File: config.mk
export PLATFORM = sky130hd
export DESIGN_NAME = nibble_scan_mux
export DESIGN_NICKNAME = d
export VERILOG_FILES = /design/src/rtl/nibble_scan_mux.sv
export SDC_FILE = /design/constraint.sdc
export NUM_CORES = 1
export LEC_CHECK = 0
export ABC_AREA = 1
export BUFFER_PORTS_ARGS = -buffer_cell sky130_fd_sc_hd__buf_2
export CAP_MARGIN = 10
export CELL_PAD_IN_SITES_DETAIL_PLACEMENT = 1
export CELL_PAD_IN_SITES_GLOBAL_PLACEMENT = 2
export CORE_UTILIZATION = 31
export DETAILED_ROUTE_END_ITERATION = 10
export PLACE_DENSITY = 0.83
export RECOVER_POWER = 50
export SKIP_LAST_GASP = 1
export SYNTH_ARGS = -nofsm -noshare
export SYNTH_HDL_FRONTEND = slang
export SYNTH_SLANG_ARGS = --single-unit
File: constraint.sdc
create_clock -name clk -period 2.1 [get_ports clk]
set_input_delay 0.315 -clock clk [delete_from_list [all_inputs] [get_ports clk]]
set_output_delay 0.315 -clock clk [all_outputs]
set_load 0.03 [all_outputs]
File: src/rtl/nibble_scan_mux.sv
`default_nettype none
// ============================================================================
// Module   : nibble_scan_mux
// Purpose  : N-channel registered field mux with manual select or prescaled
//            auto-scan over enabled channels; drives data and active-low enables.
// Revision : 1.0 - initial release
// ============================================================================
module nibble_scan_mux #(
    parameter int WIDTH    = 4,
    parameter int CHANNELS = 4,
    parameter int DIV      = 100000,
    parameter int SELW     = $clog2(CHANNELS)
) (
    input  logic                      clk,
    input  logic                      rst_n,
    input  logic [CHANNELS*WIDTH-1:0] din,
    input  logic                      mode,
    input  logic [SELW-1:0]           sel,
    input  logic                      hold,
    input  logic [CHANNELS-1:0]       en_mask,
    output logic [WIDTH-1:0]          y,
    output logic [SELW-1:0]           ch,
    output logic [CHANNELS-1:0]       an_n,
    output logic                      tick
);

    localparam int CW = (DIV > 2) ? $clog2(DIV) : 1;
    localparam logic [CW-1:0]   c_cnt_last = CW'(DIV - 1);
    localparam logic [SELW:0]   c_channels = (SELW + 1)'(CHANNELS);

    logic [CW-1:0]       r_cnt;
    logic [SELW-1:0]     r_ch;
    logic [WIDTH-1:0]    r_y;
    logic [CHANNELS-1:0] r_an_n;
    logic                r_tick;

    logic [WIDTH-1:0]    w_field [CHANNELS];
    logic                w_sel_ok;
    logic [SELW:0]       w_idx;
    logic [SELW-1:0]     w_adv_ch;
    logic                w_found;
    logic [CW-1:0]       w_cnt_nxt;
    logic [SELW-1:0]     w_ch_nxt;
    logic                w_tick_nxt;
    logic                w_en;
    logic [WIDTH-1:0]    w_y_nxt;
    logic [CHANNELS-1:0] w_an_nxt;

    generate
        for (genvar k = 0; k < CHANNELS; k++) begin : g_field
            assign w_field[k] = din[k*WIDTH +: WIDTH];
        end
    endgenerate

    // With a power-of-two channel count every sel value is a real channel.
    generate
        if ((1 << SELW) == CHANNELS) begin : g_sel_full
            assign w_sel_ok = 1'b1;
        end else begin : g_sel_range
            assign w_sel_ok = ({1'b0, sel} < c_channels);
        end
    endgenerate

    // First enabled channel after r_ch, wrapping; stays put if none found.
    always_comb begin
        w_adv_ch = r_ch;
        w_found  = 1'b0;
        w_idx    = '0;
        for (int i = 1; i < CHANNELS; i++) begin
            w_idx = {1'b0, r_ch} + (SELW + 1)'(i);
            if (w_idx >= c_channels) begin
                w_idx = w_idx - c_channels;
            end
            if (!w_found && en_mask[w_idx[SELW-1:0]]) begin
                w_adv_ch = w_idx[SELW-1:0];
                w_found  = 1'b1;
            end
        end
    end

    always_comb begin
        w_cnt_nxt  = r_cnt;
        w_ch_nxt   = r_ch;
        w_tick_nxt = 1'b0;
        if (!mode) begin
            w_cnt_nxt = '0;
            if (w_sel_ok) begin
                w_ch_nxt = sel;
            end
        end else if (!hold) begin
            if (r_cnt == c_cnt_last) begin
                w_cnt_nxt  = '0;
                w_tick_nxt = 1'b1;
                w_ch_nxt   = w_adv_ch;
            end else begin
                w_cnt_nxt = r_cnt + CW'(1);
            end
        end
        w_en    = en_mask[w_ch_nxt];
        w_y_nxt = w_en ? w_field[w_ch_nxt] : '0;
        for (int k = 0; k < CHANNELS; k++) begin
            w_an_nxt[k] = ~(w_en && (w_ch_nxt == SELW'(k)));
        end
    end

    always_ff @(posedge clk or negedge rst_n) begin
        if (!rst_n) begin
            r_cnt  <= '0;
            r_ch   <= '0;
            r_y    <= '0;
            r_an_n <= '1;
            r_tick <= 1'b0;
        end else begin
            r_cnt  <= w_cnt_nxt;
            r_ch   <= w_ch_nxt;
            r_y    <= w_y_nxt;
            r_an_n <= w_an_nxt;
            r_tick <= w_tick_nxt;
        end
    end

    assign y    = r_y;
    assign ch   = r_ch;
    assign an_n = r_an_n;
    assign tick = r_tick;

endmodule
`default_nettype wire
==> impl_results.md <==
- CP Max Fanout: 5
- Setup crit start kind: flip-flop
- # Max-Cap Violations: 1
- # diodes: 0
- Fillers: roughly 700
- Sequential area share after synthesis: 0.3808
- Die area: between 0.006 and 0.007 mm2
- WHS Path Cells: 2
- Hold Vio Cnt, Final: 0
- Root buffer cell: clkbuf_8
- DRC violations left: 0
- Drt initial violations: 67
- Cells after synthesis: roughly 240
- Multi-input gate area: between 0.001 and 0.0015 mm2
- Max-slew violations: 29
- CTS H-tree depth: 1
- Core ar.: 0.005642 mm2
- RSZ-0062 raised after global routing: true
- Slowest-stage cell, CP: dfrtp_1
- Hold Buf Count CTS: 0
- Vias in the first global route: about 1800
- Yosys warning count: 0
- Top FF cell, synth: dfrtp_1
- Most frequent cells after synthesis: 59 x nand2_1, 24 x dfrtp_1, 24 x inv_1
- Mapped Nets: 269
- Yosys top cell area share: 0.3241
- Relative slew slack: -0.004474
- Routed WL: just under 5000 um
- Total Routing Usage GR: 0.1664
- Number of nets still failing antenna checks after routing: 0
- Final setup vio count: 0
- Worst ir drop on vdd: 0.0002210 V
- Most common cell in the synthesized netlist: nand2_1
- Crit path time final: between 1.5 and 2 ns
- Share of cells above drive strength 1: 0.3624
- Worst Tran Pin Value: 1.507 ns
- Main combinational cell family by area after synthesis: simple AND/OR/NAND/NOR gates
- Crit-path max cell delay: about 0.40 ns
- R2r worst-path depth: 15
- Cell mode on critical path: nand2_2
- Setup TNS: 0 ns
- Status: finished with violations
- Placement Rows: 27
- Hpwl dp: between 3000 and 4000 um
- Crit end category: flip-flop
- Antenna violations before repair: 0
- Max Freq: roughly 0.50 GHz
- First-pass iteration count of the detailed router: 4
- Pwr per Cell Area: ~600 mW/mm2
- GR Overflow Total: 0
- Clk pin slew, worst setup/hold paths: 0.10 ns
- Die Y: 79.32 um
- Reg-to-reg slack, setup: 0.10 ns
- Min-Delay Path Class: input port to flip-flop
- Post-synthesis compound-gate area fraction: 0.09318
- Post-synthesis mux area share: 0
- Num ports: 37
- Critical path, cell by cell: ha_2, nand2_2, inv_2, nand2_4, nor2_4, nand3_4, inv_2, nand2_2, nand2_2, nand3_4, buf_6, nand4_1, nand2_1, nor2_2, nor2_4
- Mean area per synthesized cell: 7.657 um2
- Final nets: about 320
- Initial core utilization: 0.3285
- Synth Register Bits: 28
- Layout area overhead: 23.23%
- Register area: around 710 um2
- Clock skew: ~0.0045 ns
- Largest net degree at the start of global routing: 29
- Wire per inst: about 14 um
- CP required: 2.27 ns
- Clk_lat worst skew: about 0.28 ns
- Post-synth EDFFs: 0
- RD Place Congestion: about 0.77
- Vias per cell: roughly 4.8
- CTS tree: yes
- Die X: between 70 and 80 um
- Failing checks: capacitance limit, slew limit
- Post-synth top area cell: dfrtp_1
- P_leak: approximately 1.1 nW
- Synth cell types: 40
- Fin area: roughly 0.0023 mm2
- PortBufs: 36
- Asr flop ratio synth: 1.000
- Kind of critical path: flip-flop to flip-flop
- Num CTS Buffers: 3
- Synth Area in XOR/XNOR: 0.009453
- Vias: ~1700
- First-pass GRT wire length: approximately 8300 um
- Clock Sink Count: 28
- Post-Syn Area: around 0.0019 mm2
- Fin crit share: 0.9515
- Synth area leaders: dfrtp_1 32%, nand2_1 12%, dfstp_2 5.7%
- Post-Synth Simple-Gate Area: 0.4072
- Placed inst area: 0.002123 mm2
- Max Buffers Root-to-Sink: 2
- Post-synthesis adder-cell area fraction: 0.006752
- CP arrival: roughly 2.2 ns
==> flip-flops by register name, summed over array words and instances (netlist names) <==
signal and count:
y 4, r_cnt 17, an_n 4, ch 2, tick 1
==> report_power, final <==
group          switching [W]  internal (W)
combinational       0.000228      0.000125
clock               0.000173      0.000255
sequential         0.0000154      0.000569
total               0.000416      0.000949
==> per-stage QoR <==
stage	setup WS, ns	std cells	utilization	power (W)	hold slack [ns]
finish	0.1017	359	0.4047	0.001365	0.3035
global route	-0.02219	359	0.4047	0.001437	0.3264
CTS	0.04703	354	0.3890	0.001363	0.06363
detailed placement	0.06897	350	0.3764	0.0009312	0.3765
global placement	0.1340	350	0.3764	0.0009254	0.3718
floorplan	0.2631	242	-	0.0008249	0.01941
==> logic make-up (layout without fill, tap and decap cells) <==
kind of cell	after synthesis	after routing
flip-flops	28	28
XOR/XNOR	2	2
AO/OA/AOI/OAI	28	28
AND/OR/NAND/NOR	144	145
adder cells (fa/ha/maj)	1	1
buffers and inverters	39	83
==> final cells by class <==
| type | count | share of cell area |
|---|---|---|
| multi-input combinational | 176 | 0.4416 |
| sequential | 28 | 0.3096 |
| timing repair buffer | 47 | 0.1233 |
| inverter | 32 | 0.05479 |
| tap | 72 | 0.03945 |
| clock buffer | 3 | 0.01808 |
| clock inverter | 1 | 0.01315 |
==> worst max-delay path, delay by kind of cell, from the launching register on <==
family	cells	cell delay (ns)
DFF	1	0.40
and+or+nand+nor	11	0.97
adders and majority gates	1	0.21
buffers and inverters	3	0.31
==> path summary, 6_finish.rpt <==
path,end,start
setup reg to reg,y[2],r_cnt[0]
max in group asynchronous,ch[1],rst_n
min in group asynchronous,r_cnt[16],rst_n
hold / removal,r_cnt[0],hold
hold reg to reg,r_cnt[4],r_cnt[4]
setup / recovery,y[2],r_cnt[0]
==> layer usage <==
metal / global-route usage / wire, um / up-vias
met5: 0 / 0 / -
met1: 0.2115 / 2152 / 824
li1: - / - / 876
met2: 0.3026 / 2581 / 33
met3: 0.01379 / 114 / 4
met4: 0.03818 / 41 / 0
==> placed cells by master (no fill, tap or decap), types with 6 or more instances in the layout <==
master   netlist  final
nor2_2         7     10
nand2_4        4      6
buf_2          1     32
nand2_2       11     14
inv_1         24     24
dfrtp_1       24     23
nor2_1        18     14
nand3_1       18     18
buf_4          2      7
a21oi_1        8      8
nand4_1       10     10
inv_2          7      7
nand2_1       59     55
o21ai_0        8      8
==> what timing repair did <==
action / 4_1_cts / 5_1_grt
endpoints found under the setup margin: 0 / 8
gates resized for setup: 0 / 18
hold endpoints to repair: 0 / 0
setup buffers: 0 / 3
Note: power is estimated with default switching activity, not from simulation.
